**src/rtl/dmem_lsu.sv**
```systemverilog
// -----------------------------------------------------------------------------
// dmem_lsu
// Data memory with an integrated load/store unit for the MEM stage.
// Byte, halfword and word accesses on a byte address, with byte-lane write
// enables and sign/zero-extended loads. Misaligned or reserved-size accesses
// are rejected. Load data is registered: one cycle of latency. After reset the
// array is optionally zeroed, one word per cycle, before requests are accepted.
//
// Ports:
//   clk          clock, rising edge
//   rst          asynchronous active-high reset
//   ready        high once the block accepts requests
//   req          access request
//   we           1 = store, 0 = load
//   size         00 byte, 01 half, 10 word, 11 reserved (always rejected)
//   unsigned_ld  1 = zero-extend loads, 0 = sign-extend
//   addr         byte address, word index addr[AW-1:2], offset addr[1:0]
//   wdata        right-aligned store data
//   rdata        registered load result (holds while rvalid=0)
//   rvalid       one-cycle load-response pulse
//   err          one-cycle rejected-access pulse
// -----------------------------------------------------------------------------
module dmem_lsu #(
  parameter int DEPTH          = 128,
  parameter int AW             = 9,
  parameter bit CLEAR_ON_RESET = 1'b1
) (
  input  logic          clk,
  input  logic          rst,
  output logic          ready,
  input  logic          req,
  input  logic          we,
  input  logic [1:0]    size,
  input  logic          unsigned_ld,
  input  logic [AW-1:0] addr,
  input  logic [31:0]   wdata,
  output logic [31:0]   rdata,
  output logic          rvalid,
  output logic          err
);

  localparam int IW = AW - 2;

  typedef enum logic {
    ST_CLEAR,
    ST_RUN
  } state_e;

  localparam state_e RESET_STATE = CLEAR_ON_RESET ? ST_CLEAR : ST_RUN;

  state_e          state_q, state_d;
  logic [IW-1:0]   clr_cnt_q, clr_cnt_d;
  logic            rvalid_q, rvalid_d;
  logic            err_q, err_d;
  logic [31:0]     rdata_q, rdata_d;

  logic [31:0]     mem [DEPTH];

  // Request decode
  logic [IW-1:0]   idx;
  logic [1:0]      off;
  logic            accept;
  logic            bad;

  // Array write port (shared by the clear sweep and stores)
  logic            wr_en;
  logic [IW-1:0]   wr_idx;
  logic [3:0]      wr_be;
  logic [31:0]     wr_data;

  // Load extraction
  logic [31:0]     rd_word;
  logic [7:0]      rd_byte;
  logic [15:0]     rd_half;
  logic [31:0]     ld_result;

  assign idx    = addr[AW-1:2];
  assign off    = addr[1:0];
  assign ready  = (state_q == ST_RUN);
  assign accept = req & ready;

  always_comb begin
    unique case (size)
      2'b00:   bad = 1'b0;
      2'b01:   bad = off[0];
      2'b10:   bad = (off != 2'b00);
      default: bad = 1'b1;
    endcase
  end

  // Array is read asynchronously so that a store at edge N is visible to a
  // load accepted at edge N+1 without any forwarding path.
  assign rd_word = mem[idx];
  assign rd_byte = rd_word[{off, 3'b000} +: 8];
  assign rd_half = off[1] ? rd_word[31:16] : rd_word[15:0];

  always_comb begin
    unique case (size)
      2'b00:   ld_result = unsigned_ld ? {24'h0, rd_byte}
                                       : {{24{rd_byte[7]}}, rd_byte};
      2'b01:   ld_result = unsigned_ld ? {16'h0, rd_half}
                                       : {{16{rd_half[15]}}, rd_half};
      default: ld_result = rd_word;
    endcase
  end

  // Next-state, clear sweep, write port and response logic.
  always_comb begin
    // NOTE: every output of this block gets a default first, so no path
    // leaves a signal unassigned and no latch is inferred.
    state_d   = state_q;
    clr_cnt_d = clr_cnt_q;
    wr_en     = 1'b0;
    wr_idx    = idx;
    wr_be     = 4'h0;
    wr_data   = 32'h0;
    rvalid_d  = 1'b0;
    err_d     = 1'b0;
    rdata_d   = rdata_q;

    unique case (state_q)
      ST_CLEAR: begin
        wr_en     = 1'b1;
        wr_idx    = clr_cnt_q;
        wr_be     = 4'hF;
        clr_cnt_d = clr_cnt_q + 1'b1;
        if (clr_cnt_q == IW'(DEPTH - 1)) begin
          state_d   = ST_RUN;
          clr_cnt_d = '0;
        end
      end
      default: begin
        if (accept) begin
          err_d = bad;
          if (we) begin
            if (!bad) begin
              wr_en = 1'b1;
              unique case (size)
                2'b00: begin
                  wr_be   = 4'b0001 << off;
                  wr_data = {4{wdata[7:0]}};
                end
                2'b01: begin
                  wr_be   = off[1] ? 4'b1100 : 4'b0011;
                  wr_data = {2{wdata[15:0]}};
                end
                default: begin
                  wr_be   = 4'hF;
                  wr_data = wdata;
                end
              endcase
            end
          end else begin
            rvalid_d = 1'b1;
            rdata_d  = bad ? 32'h0 : ld_result;
          end
        end
      end
    endcase
  end

  // NOTE: sequential state uses non-blocking assignments so every flop
  // samples the pre-edge values regardless of process ordering.
  always_ff @(posedge clk or posedge rst) begin
    if (rst) begin
      state_q   <= RESET_STATE;
      clr_cnt_q <= '0;
      rvalid_q  <= 1'b0;
      err_q     <= 1'b0;
      rdata_q   <= 32'h0;
    end else begin
      state_q   <= state_d;
      clr_cnt_q <= clr_cnt_d;
      rvalid_q  <= rvalid_d;
      err_q     <= err_d;
      rdata_q   <= rdata_d;
    end
  end

  // NOTE: the array has no reset branch; it maps onto RAM that cannot be
  // reset in one cycle, so zeroing is done by the clear sweep instead.
  always_ff @(posedge clk) begin
    if (wr_en) begin
      for (int i = 0; i < 4; i++) begin
        if (wr_be[i]) mem[wr_idx][8*i +: 8] <= wr_data[8*i +: 8];
      end
    end
  end

  assign rvalid = rvalid_q;
  assign err    = err_q;
  assign rdata  = rdata_q;

endmodule

```
**config.mk**
```make
export PLATFORM = sky130hd
export DESIGN_NAME = dmem_lsu
export DESIGN_NICKNAME = d
export VERILOG_FILES = /design/src/rtl/dmem_lsu.sv
export SDC_FILE = /design/constraint.sdc
export NUM_CORES = 2
export LEC_CHECK = 0
export BUFFER_PORTS_ARGS = -buffer_cell sky130_fd_sc_hd__buf_4
export CORE_ASPECT_RATIO = 1.25
export CORE_MARGIN = 8
export CORE_UTILIZATION = 24
export CTS_BUF_LIST = sky130_fd_sc_hd__clkbuf_4
export DETAILED_ROUTE_END_ITERATION = 8
export MAX_ROUTING_LAYER = met4
export PLACE_DENSITY_LB_ADDON = 0.1
export SETUP_SLACK_MARGIN = 0.4
export SLEW_MARGIN = 20
export SYNTH_ARGS = -nofsm -noshare
export SYNTH_HDL_FRONTEND = slang
export SYNTH_SLANG_ARGS = --single-unit
```
**constraint.sdc**
```tcl
create_clock -name clk -period 13.8 [get_ports clk]
set_input_delay 2.76 -clock clk [delete_from_list [all_inputs] [get_ports clk]]
set_output_delay 2.76 -clock clk [all_outputs]
set_load 0.05 [all_outputs]
```
# Yosys cells after proc, flatten, opt, wreduce, memory -nomap -nowiden
# Memory sizes are Yosys's and may differ from the RTL's.
# Cells that the tools add are included.
dict set report op_classes {
  n_eq_ne 3
  shift 2
  n_bitwise 2
  reduce_logical 3
  add_sub_neg 1
  muxes 42
}
# cell n
set op_table {}
lappend op_table {{32-bit two-way mux} 7}
lappend op_table {{32-bit one-hot mux with 2 select lines} 2}
lappend op_table {{32-bit by 6-bit variable part select with 8-bit output} 1}
lappend op_table {{1-bit two-way mux} 23}
lappend op_table {{4-bit two-way mux} 5}
lappend op_table {{16-bit two-way mux} 1}
lappend op_table {{7-bit two-way mux} 2}
lappend op_table {{4-bit one-hot mux with 2 select lines} 1}
lappend op_table {{7-bit by 1-bit adder with 7-bit output, second input constant} 1}
lappend op_table {{7-bit == test, second input constant} 1}
lappend op_table {{1-bit by 2-bit << shifter with 4-bit output, first input constant} 1}
lappend op_table {{1-bit one-hot mux with 3 select lines} 1}
lappend op_table {{3-bit AND reduction} 1}
lappend op_table {{2-bit by 1-bit == test with 1-bit output, second input constant} 1}
lappend op_table {{2-bit == test, second input constant} 1}
lappend op_table {{2-bit logical NOT} 1}
lappend op_table {{2-bit nonzero test} 1}
lappend op_table {{1-bit bitwise AND} 1}
lappend op_table {{1-bit inverter} 1}
dict set report word_totals {
  out_inout_bits 35
  register_bits 42
  n_memories 1
  ramBits 4096
  elab_cells 59
}
# memory depth width read_ports rd_clocked_by_memory_dff wr line
set memory_table {}
lappend memory_table {mem 128 32 1 0 1 57} ;# logic [31:0] mem [DEPTH];

# Logic depth before layout (Yosys ltp)
dict set report depth {
  word_depth 9
  ltp_mapped 16
  mapped_depth_nobuf 9
}

# Worst setup path before layout
# OpenSTA, ideal clock, no wires.
dict set report synth_timing {
  path_kind {in2reg}
  from {input port addr[1]}
  to {memory mem[0][12] (data pin)}
  t_required_ns 12.911
  cell_stages 7
  n_path_buf 2
  arrival_time_ns 7.276
  setup_slack_ns 5.635
  path_cell_list {clkbuf_1 > o21ai_0 > nand2_1 > o21ai_1 > nand4_1 > clkbuf_1 > a21oi_1}
}
dict set report synth_between {
  elab_chain_len 6
}
# item line
set synth_rtl {}
lappend synth_rtl {{from (decl)} 35} ;# input logic [AW-1:0] addr,
lappend synth_rtl {{2-bit nonzero test} 86} ;# 2'b10: bad = (off != 2'b00);
lappend synth_rtl {{1-bit one-hot mux with 3 select lines} 83} ;# unique case (size)
lappend synth_rtl {{32-bit two-way mux} 136} ;# if (!bad) begin
lappend synth_rtl {{32-bit two-way mux} 135} ;# if (we) begin
lappend synth_rtl {{32-bit two-way mux} 133} ;# if (accept) begin
lappend synth_rtl {{32-bit two-way mux} 121} ;# unique case (state_q)
lappend synth_rtl {{via wr_data[12]} 69} ;# logic [31:0] wr_data;
lappend synth_rtl {{to (decl)} 57}
# The timed path passes the listed nets, and every way through them passes these cells.

# Worst setup path after layout
dict set report layout_timing {
  from {input port addr[2]}
  to {register rdata_q[13], in the netlist rdata[13]}
}
dict set report layout_between {
  elab_chain_len 5
}
# item line
set layout_rtl {}
lappend layout_rtl {{memory 128 x 32 bit (*)} --}
lappend layout_rtl {{32-bit by 6-bit variable part select with 8-bit output / 16-bit two-way mux (equally long branches)} {94, 95}}
lappend layout_rtl {{32-bit two-way mux (on tied branches)} {99, 101}}
lappend layout_rtl {{32-bit one-hot mux with 2 select lines (*)} 98} ;# unique case (size)
lappend layout_rtl {{32-bit two-way mux (*)} 155} ;# rdata_d = bad ? 32'h0 : ld_result;
lappend layout_rtl {{to (signal assigned)} 176} ;# rdata_q <= rdata_d;
lappend layout_rtl {{to (decl)} 55} ;# logic [31:0] rdata_q, rdata_d;
# Mark *: on every way between the ends. The rest lies on a longest branch, timed or not.
# A chain may end at the register's enable or synchronous reset.

==> results.py <==
metrics = {
    "cells_and_area": {
        "drive_gt1_share_pct": 35.95,
        "multi_input_area_um2": 35830,
        "fin_nets": 8669,
        "fin_util_pct": 27.97,
        "seqCellArea_um2": 124100,
        "stdcell_count": 18380,
        "fillCellCount": 67010,
        "area_delta_synth_final_pct": 16.32,
    },
    "place": {
        "placed_cells": 16430,
        "hpwl_mm": 385.7,
        "port_buffers": 82,
        "preCtsSetupSlack_ns": 5.166,
        "place_congestion": 0.8244,
    },
    "sta": {
        "final_hold_viol_count": 0,
        "tightest_slew_ns": 1.271,
        "min_period_ns": 7.005,
        "grt_setup_unrepaired": "no",
        "fin_crit_sh_pct": 50.76,
        "fin_ws_ns": 6.795,
        "max_freq_ghz": 0.1428,
        "report.final.slew_viol_count": 0,
        "setup_violations": 0,
        "setup_tns_ns": 0,
        "slew_headroom_pct": 14.78,
        "clock_skew_ns": 0.1482,
    },
    "synth": {
        "synth.cell_area_um2": 161700,
        "ys_warn_count": 0,
        "synth_cell_type_count": 72,
        "async_flop_share_pct": 1.015,
        "postSynthCellCount": 7506,
        "synthFlopType": "edfxtp_1",
        "ys_seq_area_share_pct": 76.72,
        "synth_common_cells": "edfxtp_1, mux4_2, nor2_1",
        "syn-num-nets": 7555,
        "synth_seq_cells": 4138,
        "synth_edf_count": 4096,
        "yosys-top-cells-area": "edfxtp_1, mux4_2, nor2_1, mux2i_1, nand2_1",
        "yosysTopAreaCell": "edfxtp_1",
        "yosysMostFrequentCell": "edfxtp_1",
        "syn_avg_cell_area_um2": 21.54,
        "synth_top_area_share_pct": 76.07,
    },
    "power": {
        "combinationalPowerShare_pct": 2.9,
        "power_density_nw_per_um2": 133.7,
        "power.share.clock_pct": 43.0,
        "sequentialPowerShare_pct": 54.1,
        "switching_share_pct": 22.67,
        "p_switching_w": 0.005698,
        "ir_worst_vdd_mv": 0.07357,
        "leakagePower_nw": 49.29,
        "intPower_w": 0.01944,
    },
    "worst_setup_path": {
        "start_kind": "input pin",
        "cpMostUsedCell": "buf_12",
        "worstSetupEndpointType": "register",
        "r2r_slack_ns": 8.95,
        "crit_type": "in2reg",
        "max_stage_delay_ns": 1.00,
        "required_ns": 15.38,
        "worstPathArrival_ns": 8.59,
        "crit_slowest_cell": "o41ai_1",
        "crit_chain": "buf_16 -> buf_12 -> buf_12 -> mux4_1 -> mux2_2 -> o22ai_1 -> nor4b_2 -> o41ai_1 -> buf_4 -> o41ai_2 -> nor3_1 -> o31a_1 -> a31oi_1",
        "path_max_fanout": 75,
    },
    "floorplan": {
        "die_area_um2": 700400,
        "num_rows": 337,
        "coreArea_um2": 672500,
        "initial_core_util_pct": 24.04,
        "die_w_um": 750.1,
        "die_h_um": 933.7,
        "io_pins": 83,
    },
    "worst_hold_path": {
        "hp-class": "reg2reg",
    },
    "cts": {
        "numCtsBuffers": 1169,
        "cts_max_level": 7,
        "cts_resized": 0,
        "root_buffer": "clkbuf_4",
        "cts_tree": "yes",
        "clk_path_buf_depth": 5,
        "ctsHoldBuffers": 0,
        "cts.sinks": 4138,
        "clk_latency_ns": 1.83,
        "path_clk_slew_ns": 0.07,
        "cts_setup_buffers": 0,
    },
    "routing": {
        "dr_total_vias": 84310,
        "route.detailed.drc": 2,
        "drt-vias-per-instance": 4.588,
        "finalWirelength_mm": 591.0,
        "detailedRoute.firstIterationViolations": 7297,
        "first_pass_iters": 9,
        "wl_per_cell_um": 32.16,
        "detail-route-antenna-nets": 0,
    },
    "global_routing": {
        "antenna_found_initial": 69,
        "grt-ovfl-total": 0,
        "grt.total_usage_pct": 17.15,
        "first_global_vias": 89570,
        "grt_pass1_wl_mm": 792.2,
        "grt_max_degree": 105,
    },
    "outcome": {
        "violations": "DRC",
        "outcome": "finished, violations left",
    },
    "job": {
        "max-cap-violations": 0,
    },
}
==> power by group through the flow <==
stage | Sequential, W | Combinational, W | Clock, W
floorplan | 0.0139 | 0.000430 | 0
global placement | 0.0139 | 0.000756 | 0
detailed placement | 0.0139 | 0.000753 | 0
CTS | 0.0136 | 0.000754 | 0.0113
global route | 0.0136 | 0.000764 | 0.0119
finish | 0.0136 | 0.000729 | 0.0108
==> flip-flops by register name (all words and copies together) (netlist names) <==
signal,flops
clr_cnt_q,7
err,1
mem,4096
rdata,32
ready,1
rvalid,1
==> cell type report <==
class | count | share of cell area (%)
sequential | 4138 | 65.96
multi-input combinational | 2921 | 19.05
clock buffer | 1626 | 6.490
tap | 8983 | 5.976
timing repair buffer | 381 | 1.713
clock inverter | 251 | 0.7052
antenna | 67 | 0.08914
inverter | 9 | 0.02195
==> placed cells by master (no fill, tap or decap), drive strengths merged, types with 9 or more instances in the layout <==
cell type	Yosys	final
diode	0	67
nand2b	27	27
o21ai	31	31
mux2	17	17
bufinv	0	13
a22oi	142	142
o22ai	12	12
inv	9	30
edfxtp	4096	4096
nor3	17	17
nand2	334	334
o221ai	14	14
mux2i	192	192
nand3	28	28
a221oi	31	31
o22a	9	9
a31oi	34	34
dfrtp	42	42
a22o	46	46
clkbuf	217	1626
and3	21	21
nor2	603	603
a32oi	50	50
o211ai	16	16
nor2b	21	21
buf	221	381
and2	15	15
clkinv	0	217
a21oi	84	84
mux4	1093	1093
==> through the flow <==
step                cell area [um^2]  hold slack, ns  power [W]
floorplan                     161700          0.4985    0.01429
global placement              174000          0.5128    0.01462
global route                  188000          0.5309    0.02620
detailed placement            174200          0.5063    0.01462
CTS                           187800          0.5209    0.02564
finish                        188100          0.5154    0.02514
==> cell families after synthesis <==
kind of cell,count (synthesis),synth area share (%)
XOR/XNOR,4,0.02166
AO/OA/AOI/OAI,510,2.324
adder cells (fa/ha/maj),1,0.007737
multiplexers,1302,16.57
buffers and inverters,447,1.546
AND/OR/NAND/NOR,1104,2.808
flip-flops,4138,76.72
==> worst paths after layout <==
kind | start | end | depth (start not counted)
worst min register to register | rdata[16] | rdata[16] | 1
max in group asynchronous | rst | rdata[13] | 3
worst min-delay path | rdata[16] | rdata[16] | 1
worst max register to register | ready | mem[44][21] | 5
worst max-delay path | addr[2] | rdata[13] | 13
min in group asynchronous | rst | rdata[20] | 3
==> critical path, delay by kind of cell <==
kind,cells,cell delay (ns)
buffers and inverters,4,1.57
AO/OA/AOI/OAI,5,1.85
multiplexers,2,1.03
AND/OR/NAND/NOR,2,0.74
==> layer usage <==
layer,vias to the layer above,share of wire (%),track usage [%]
met5,-,0,-
met4,0,4.3,7.387
met2,3071,49,27.82
li1,34380,-,-
met1,45810,41,20.39
met3,1043,5.5,4.114
Note: power is estimated with default switching activity, not from simulation.
